<file path="src/rtl/stopwatch_pkg.sv">
// Shared types and constants for the MM:SS stopwatch: state encoding, BCD digit type, wrap default.
package stopwatch_pkg;

    localparam int DIGIT_W          = 4;
    localparam int MIN_WRAP_DEFAULT = 60;
    localparam int BTN_SS           = 0;
    localparam int BTN_CLR          = 1;
    localparam int NUM_BTN          = 2;

    typedef logic [DIGIT_W-1:0] bcd_t;

    typedef enum logic [1:0] {
        ST_IDLE  = 2'd0,
        ST_RUN   = 2'd1,
        ST_PAUSE = 2'd2
    } sw_state_e;

    function automatic bcd_t bcd_tens(input int v);
        return bcd_t'(v / 10);
    endfunction

    function automatic bcd_t bcd_ones(input int v);
        return bcd_t'(v % 10);
    endfunction

endpackage

</file>
<file path="src/rtl/btn_edge.sv">
// Two-flop synchronizer plus registered rising-edge detector for one pushbutton.
module btn_edge (
    input  logic clk,
    input  logic rst,
    input  logic i_btn,
    output logic o_press
);

    logic       r_sync1;
    logic       r_sync2;
    logic       r_prev;
    logic [1:0] r_fill;
    logic       r_armed;
    logic       r_press;

    // The detector only arms once the synchronizer holds real samples and has
    // seen the button low, so a button held through reset never looks like a press.
    always_ff @(posedge clk) begin
        if (rst) begin
            r_sync1 <= 1'b0;
            r_sync2 <= 1'b0;
            r_prev  <= 1'b0;
            r_fill  <= 2'd0;
            r_armed <= 1'b0;
            r_press <= 1'b0;
        end else begin
            r_sync1 <= i_btn;
            r_sync2 <= r_sync1;
            r_prev  <= r_sync2;
            if (r_fill != 2'd2)
                r_fill <= r_fill + 2'd1;
            if (r_fill == 2'd2 && !r_sync2)
                r_armed <= 1'b1;
            r_press <= r_armed & r_sync2 & ~r_prev;
        end
    end

    assign o_press = r_press;

endmodule

</file>
<file path="src/rtl/stopwatch_core.sv">
// Stopwatch control FSM (IDLE/RUN/PAUSE) and MM:SS BCD counter driven by a one-second tick.
module stopwatch_core
    import stopwatch_pkg::*;
#(
    parameter int MIN_WRAP = MIN_WRAP_DEFAULT
) (
    input  logic clk,
    input  logic rst,
    input  logic tick,
    input  logic btn_ss,
    input  logic btn_clr,
    output logic cnt_en,
    output logic cnt_clr,
    output bcd_t sec_ones,
    output bcd_t sec_tens,
    output bcd_t min_ones,
    output bcd_t min_tens,
    output logic running,
    output logic wrap
);

    localparam bcd_t MW_TENS = bcd_tens(MIN_WRAP - 1);
    localparam bcd_t MW_ONES = bcd_ones(MIN_WRAP - 1);

    logic [NUM_BTN-1:0] w_btn;
    logic [NUM_BTN-1:0] w_press;
    logic               w_ss_press;
    logic               w_clr_press;

    assign w_btn[BTN_SS]  = btn_ss;
    assign w_btn[BTN_CLR] = btn_clr;

    generate
        for (genvar gi = 0; gi < NUM_BTN; gi++) begin : g_btn
            btn_edge u_btn_edge (
                .clk     (clk),
                .rst     (rst),
                .i_btn   (w_btn[gi]),
                .o_press (w_press[gi])
            );
        end
    endgenerate

    assign w_ss_press  = w_press[BTN_SS];
    assign w_clr_press = w_press[BTN_CLR];

    sw_state_e r_state;
    sw_state_e w_state_next;
    logic      w_cnt_clr_next;
    logic      r_cnt_en;
    logic      r_cnt_clr;

    always_comb begin
        w_state_next   = r_state;
        w_cnt_clr_next = 1'b0;
        if (w_clr_press) begin
            w_state_next   = ST_IDLE;
            w_cnt_clr_next = 1'b1;
        end else if (w_ss_press) begin
            case (r_state)
                ST_IDLE: begin
                    w_state_next   = ST_RUN;
                    w_cnt_clr_next = 1'b1;
                end
                ST_RUN:   w_state_next = ST_PAUSE;
                ST_PAUSE: w_state_next = ST_RUN;
                default:  w_state_next = ST_IDLE;
            endcase
        end
    end

    always_ff @(posedge clk) begin
        if (rst) begin
            r_state   <= ST_IDLE;
            r_cnt_en  <= 1'b0;
            r_cnt_clr <= 1'b1;
        end else begin
            r_state   <= w_state_next;
            r_cnt_en  <= (w_state_next == ST_RUN);
            r_cnt_clr <= w_cnt_clr_next;
        end
    end

    bcd_t r_sec_ones, r_sec_tens, r_min_ones, r_min_tens;
    logic r_wrap;
    logic w_count;
    logic w_min_last;

    // The tick is judged against the current state, so a tick landing on the
    // RUN->PAUSE edge still counts while one on IDLE->RUN does not.
    assign w_count    = tick && (r_state == ST_RUN) && !w_clr_press;
    assign w_min_last = (r_min_tens == MW_TENS) && (r_min_ones == MW_ONES);

    always_ff @(posedge clk) begin
        if (rst || w_clr_press) begin
            r_sec_ones <= '0;
            r_sec_tens <= '0;
            r_min_ones <= '0;
            r_min_tens <= '0;
            r_wrap     <= 1'b0;
        end else begin
            r_wrap <= 1'b0;
            if (w_count) begin
                if (r_sec_ones != bcd_t'(9)) begin
                    r_sec_ones <= r_sec_ones + bcd_t'(1);
                end else begin
                    r_sec_ones <= '0;
                    if (r_sec_tens != bcd_t'(5)) begin
                        r_sec_tens <= r_sec_tens + bcd_t'(1);
                    end else begin
                        r_sec_tens <= '0;
                        if (w_min_last) begin
                            r_min_ones <= '0;
                            r_min_tens <= '0;
                            r_wrap     <= 1'b1;
                        end else if (r_min_ones != bcd_t'(9)) begin
                            r_min_ones <= r_min_ones + bcd_t'(1);
                        end else begin
                            r_min_ones <= '0;
                            r_min_tens <= r_min_tens + bcd_t'(1);
                        end
                    end
                end
            end
        end
    end

    assign cnt_en   = r_cnt_en;
    assign cnt_clr  = r_cnt_clr;
    assign running  = (r_state == ST_RUN);
    assign wrap     = r_wrap;
    assign sec_ones = r_sec_ones;
    assign sec_tens = r_sec_tens;
    assign min_ones = r_min_ones;
    assign min_tens = r_min_tens;

endmodule

</file>
<file path="config.mk">
export PLATFORM = sky130hd
export DESIGN_NAME = stopwatch_core
export DESIGN_NICKNAME = d
export VERILOG_FILES = /design/src/rtl/stopwatch_pkg.sv /design/src/rtl/btn_edge.sv /design/src/rtl/stopwatch_core.sv
export SDC_FILE = /design/constraint.sdc
export NUM_CORES = 1
export LEC_CHECK = 0
export CAP_MARGIN = 40
export CORE_ASPECT_RATIO = 1.2
export CORE_MARGIN = 2
export CORE_UTILIZATION = 40
export CTS_BUF_LIST = sky130_fd_sc_hd__clkbuf_4 sky130_fd_sc_hd__clkbuf_8
export DETAILED_ROUTE_END_ITERATION = 8
export PLACE_DENSITY = 0.6
export SLEW_MARGIN = 20
export SYNTH_ARGS = -nofsm -noshare
export SYNTH_HDL_FRONTEND = slang
export SYNTH_HIERARCHICAL = 1
export SYNTH_SLANG_ARGS = --single-unit
</file>
<file path="constraint.sdc">
create_clock -name clk -period 4.6 [get_ports clk]
set_clock_uncertainty 0.1 [all_clocks]
set_input_delay 0.92 -clock clk [delete_from_list [all_inputs] [get_ports clk]]
set_output_delay 0.92 -clock clk [all_outputs]
set_load 0.05 [all_outputs]
</file>
* Word level (Yosys, flattened, before mapping)
Cells that the tools add are included.
** Word-level totals
- Flip-flop bits (word level) :: 35
- Input port bits :: 5
- Output and inout bits :: 20
- Logic and storage cells :: 76
** Cells by class
- $add $sub $neg :: 6
- Eq/ne operators :: 13
- Muxes and demuxes :: 12
- Bitwise logic cells :: 9
- Reductions and logical operators :: 16
** Operator list (count)
- $mux 4 :: 6
- $add 4x1->4 const B :: 4
- $ne 4x4->1 const B :: 2
- $eq 2x2->1 const B :: 3
- $ne 2x2->1 const B :: 3
- $logic_and 1x1->1 :: 5
- $not 1->1 :: 5
- $add 2x1->2 const B :: 2
- $and 1x1->1 :: 4
- $eq 2x1->1 const B :: 2
- $eq 4x3->1 const B :: 1
- $eq 4x4->1 const B :: 1
- $mux 2 :: 2
- $ne 4x3->1 const B :: 1
- $pmux 2 s2 :: 1
- $reduce_and 4->1 :: 1
- $reduce_or 2->1 :: 2
- $reduce_or 4->1 :: 1
- $logic_not 1->1 :: 3
- $mux 1 :: 3
- $reduce_and 3->1 :: 1
- $logic_not 2->1 :: 1
- $reduce_and 2->1 :: 1
- $logic_or 1x1->1 :: 1

* Depth between registers and ports, before layout
- Depth after elaboration :: 6
- Depth in mapped cells :: 7
- Gate-level depth less buffers :: 6

* Cells and area by module
Netlist, hierarchy kept.
** Modules (own cells, without submodules)
- stopwatch_core :: times used 1, cells an instance 115, area an instance 1029.7 um^2, sequential area each 420.4 um^2
- btn_edge :: times used 2, cells an instance 21, area an instance 236.5 um^2, sequential area each 140.1 um^2

* Least setup slack after synthesis
Ideal clock, no wire load.
- Kind :: register to output
- Start :: register r_state[0]
- End :: output running
- Arrival time :: 1.138 ns
- Data required time :: 3.580 ns
- Setup slack :: 2.442 ns
- Stages on the path, launching flop included :: 2
- Buffers on the path :: 0
- Cell sequence :: dfxtp_1 -> nor2b_1
** Between the ends
- Longest elaborated chain between the ends :: 1
** Ends and longest elaborated chain
- start, declared :: RTL line stopwatch_core.sv:47 : sw_state_e r_state;
- start signal, assigned :: RTL line stopwatch_core.sv:78 : r_state <= w_state_next;
- $eq 2x1->1 :: RTL line stopwatch_core.sv:130 : assign running = (r_state == ST_RUN);
- end, declared :: RTL line stopwatch_core.sv:18 : output logic running,
Every way passes these cells.

* Final worst setup path
Same ends and word-level chain as after synthesis.

==> impl_metrics.tcl <==
set metrics [dict create \
    r2r_start "min_ones[0]" \
    ys_types 38 \
    period_needed_ps 2810 \
    min_to "g_btn[0].u_btn_edge/o_press" \
    slew_headroom_pct 66.1 \
    path_class "reg -> out" \
    route.vias.total 1153 \
    setup_tns_ps 0 \
    synthesis.nets 168 \
    ys_seq_area_share_pct 46.6 \
    antenna_found_initial 0 \
    cp.depth 2 \
    ys_seq_elements 35 \
    finalCritPeriodShare_pct 61.1 \
    fillCellCount 348 \
    fin_util_pct 51.7 \
    cts_buffer_depth 2 \
    clock_latency_ps 280 \
    grt_first_pass_wirelength_mm 5.08 \
    cts_tree "built" \
    post_cts_buffers 0 \
    nNetsFinal 195 \
    rr_worst_depth 5 \
    area_growth_pct 24.0 \
    num_rows 24 \
    reg2reg_to "min_tens[3]" \
    gp_congestion 0.756 \
    power_mw 0.654 \
    ant_nets 0 \
    path_buf_inv 1 \
    vias_per_cell 5.15 \
    cts.sinks 35 \
    final-setup-viol-count 0 \
    slowest_stage "clkdlybuf4s50_1" \
    clk_pin_slew_worst_paths_ps 70 \
    slew_violations 0 \
    worst_setup_path_start_kind "flop" \
    routed_wl_mm 2.79 \
    initialDrtViolationCount 63 \
    synth_top_cell_by_area "dfxtp_1" \
    regArea_um2 701 \
    yosys_warnings 6 \
    ctsRootBufferMaster "clkbuf_8" \
    p_per_area_nw_per_um2 351 \
    dpl.hpwl_mm 2.03 \
    drive_above_1_share_pct 12.4 \
    drc 0 \
    crit_family "buffers and inverters" \
    cp.arrival_ps 1790 \
    core_area_um2 3600 \
    hold_viol_final 0 \
    rrSetupSlack_ps 2720 \
    grt_overflow 0 \
    htree_levels 2 \
    worst_hold_path.num_cells 1 \
    syn_area_um2 1500 \
    p_leak_nw 0.662 \
    io_pins 25 \
    postSynthAreaPerCell_um2 9.57 \
    cts_hold_buf 0 \
    timing.fmax_ghz 0.356 \
    min-delay-start "g_btn[0].u_btn_edge/r_prev" \
    start_util_pct 41.7 \
    postSynthCellCount 157 \
    chipWidth_um 60.0 \
    peakVddDrop_mv 0.265 \
    required_ps 3580 \
    wire_per_inst_um 12.4 \
    portBuffers 24 \
    worstPathMaxFanout 5 \
    hp-class "reg -> reg" \
    crit_chain "nor2b_1, clkdlybuf4s50_1" \
    cts-resized-gates 0 \
    grt_start_max_net_pins 19 \
    first_pass_iters 4 \
    crit_path_end_kind "output pin" \
    die_area_um2 4260 \
    netlist.area_leader.share_pct 46.6 \
    cts_buffers 5 \
    layout.cells.non_filler 224 \
    place_inst 216 \
    cap_violations 0 \
    grt_pass1_vias 1209 \
    outcome "completed" \
    antenna_cells 0 \
    worst_path_largest_cell_delay_ps 860 \
    worst_pin_slew_ps 507 \
    multi_input_area_um2 751 \
    rsz0062_at_grt "no" \
    fp.dieH_um 71.1 \
    synth.area.top_cells "dfxtp_1 47%, ha_1 5.0%, a21oi_1 4.0%, nor2_1 4.0%, and4bb_4 3.2%" \
    grt_usage_pct 15.6 \
]
## kinds of logic (layout without fill, tap and decap cells)
logic type	after synthesis	after routing	share of synthesized area (%)
simple gates	67	67	28.9
flops	35	35	46.6
compound gates	27	27	10.6
buf+inv	13	41	3.41
fa+ha+maj	6	6	5.00
xor+xnor	6	6	3.50
mux	3	3	2.00
## registers in the layout (all words and copies together), names as in the netlist
register and flops:
g_btn.u_btn_edge/r_sync1 2, g_btn.u_btn_edge/r_prev 2, g_btn.u_btn_edge/r_armed 2, sec_tens 4, g_btn.u_btn_edge/o_press 2, min_ones 4
sec_ones 4, cnt_en 1, r_state 2, g_btn.u_btn_edge/r_sync2 2, g_btn.u_btn_edge/r_fill 4, cnt_clr 1
min_tens 4, wrap 1
## worst reg2reg max path: stages, from the launching register on
cell and delay [ps]:
dfxtp_1 420, ha_1 180, and3b_1 310, nand4_4 180, or4_1 490, a21oi_1 140
## cells in the mapped netlist (all sizes together)
cell / instances
inv: 9
nand4: 1
nor2b: 8
nor4: 2
xnor2: 3
xor2: 3
nand3: 4
nand3b: 1
a21oi: 14
o21ai: 8
or2: 3
or3: 2
a211o: 1
a31o: 1
nand2b: 6
a31oi: 1
ha: 6
clkbuf: 3
or4: 2
nor3: 3
or3b: 2
o31ai: 1
mux2i: 3
nor3b: 3
nand2: 7
and4bb: 3
dfxtp: 35
and3b: 2
nor2: 16
and3: 2
buf: 1
a32o: 1
## metrics by stage
stage          hold slack, ps  area [um2]  setup WS (ps)
4_1_cts                   312        1860           1760
3_3_place_gp              295        1770           1920
5_1_grt                   330        1860           1670
2_1_floorplan             291        1500           2440
3_5_place_dp              302        1770           1870
6_report                  311        1860           1790
## power by group
part,internal [mW],switching (mW)
Clock,0.112,0.107
Sequential,0.329,0.0125
Combinational,0.0426,0.0510
Total,0.483,0.170
## worst max path at each step
stage | from | to | slack (ps)
floorplan | r_state[0] | running | 2440
global placement | rst | min_ones[2] | 1920
detailed placement | rst | min_ones[2] | 1870
CTS | r_state[0] | running | 1760
global route | r_state[0] | running | 1670
finish | r_state[0] | running | 1790
## routing by layer
metal	GRT usage (%)	part of all wire, %
met2	24.3	48
met5	0	0
met4	8.64	1.8
met3	5.67	4.5
met1	18.3	46
## cells in the final DEF (no fill, tap or decap), types with 2 or more instances in the layout
cell	n
a21oi_1	12
a21oi_2	2
and3b_1	2
and4bb_4	3
clkbuf_8	5
clkdlybuf4s50_1	24
dfxtp_1	35
ha_1	6
inv_1	9
mux2i_1	3
nand2_1	7
nand2b_1	6
nand3_1	4
nor2_1	16
nor2b_1	6
nor2b_2	2
nor3_1	3
nor3b_2	2
nor4_1	2
o21ai_0	8
or2_1	2
or3_2	2
or3b_1	2
or4_1	2
xnor2_1	3
xor2_1	3
## area by class of cell
| type | instances | area share, % |
|---|---|---|
| repair buffers | 24 | 12.9 |
| inverters | 9 | 1.81 |
| flip-flops and latches | 35 | 37.6 |
| multi-input cells | 109 | 40.3 |
| clock buffers | 6 | 4.10 |
| clock inverters | 2 | 0.672 |
| well taps | 39 | 2.62 |
No activity file was read; power rests on OpenSTA's default activity.
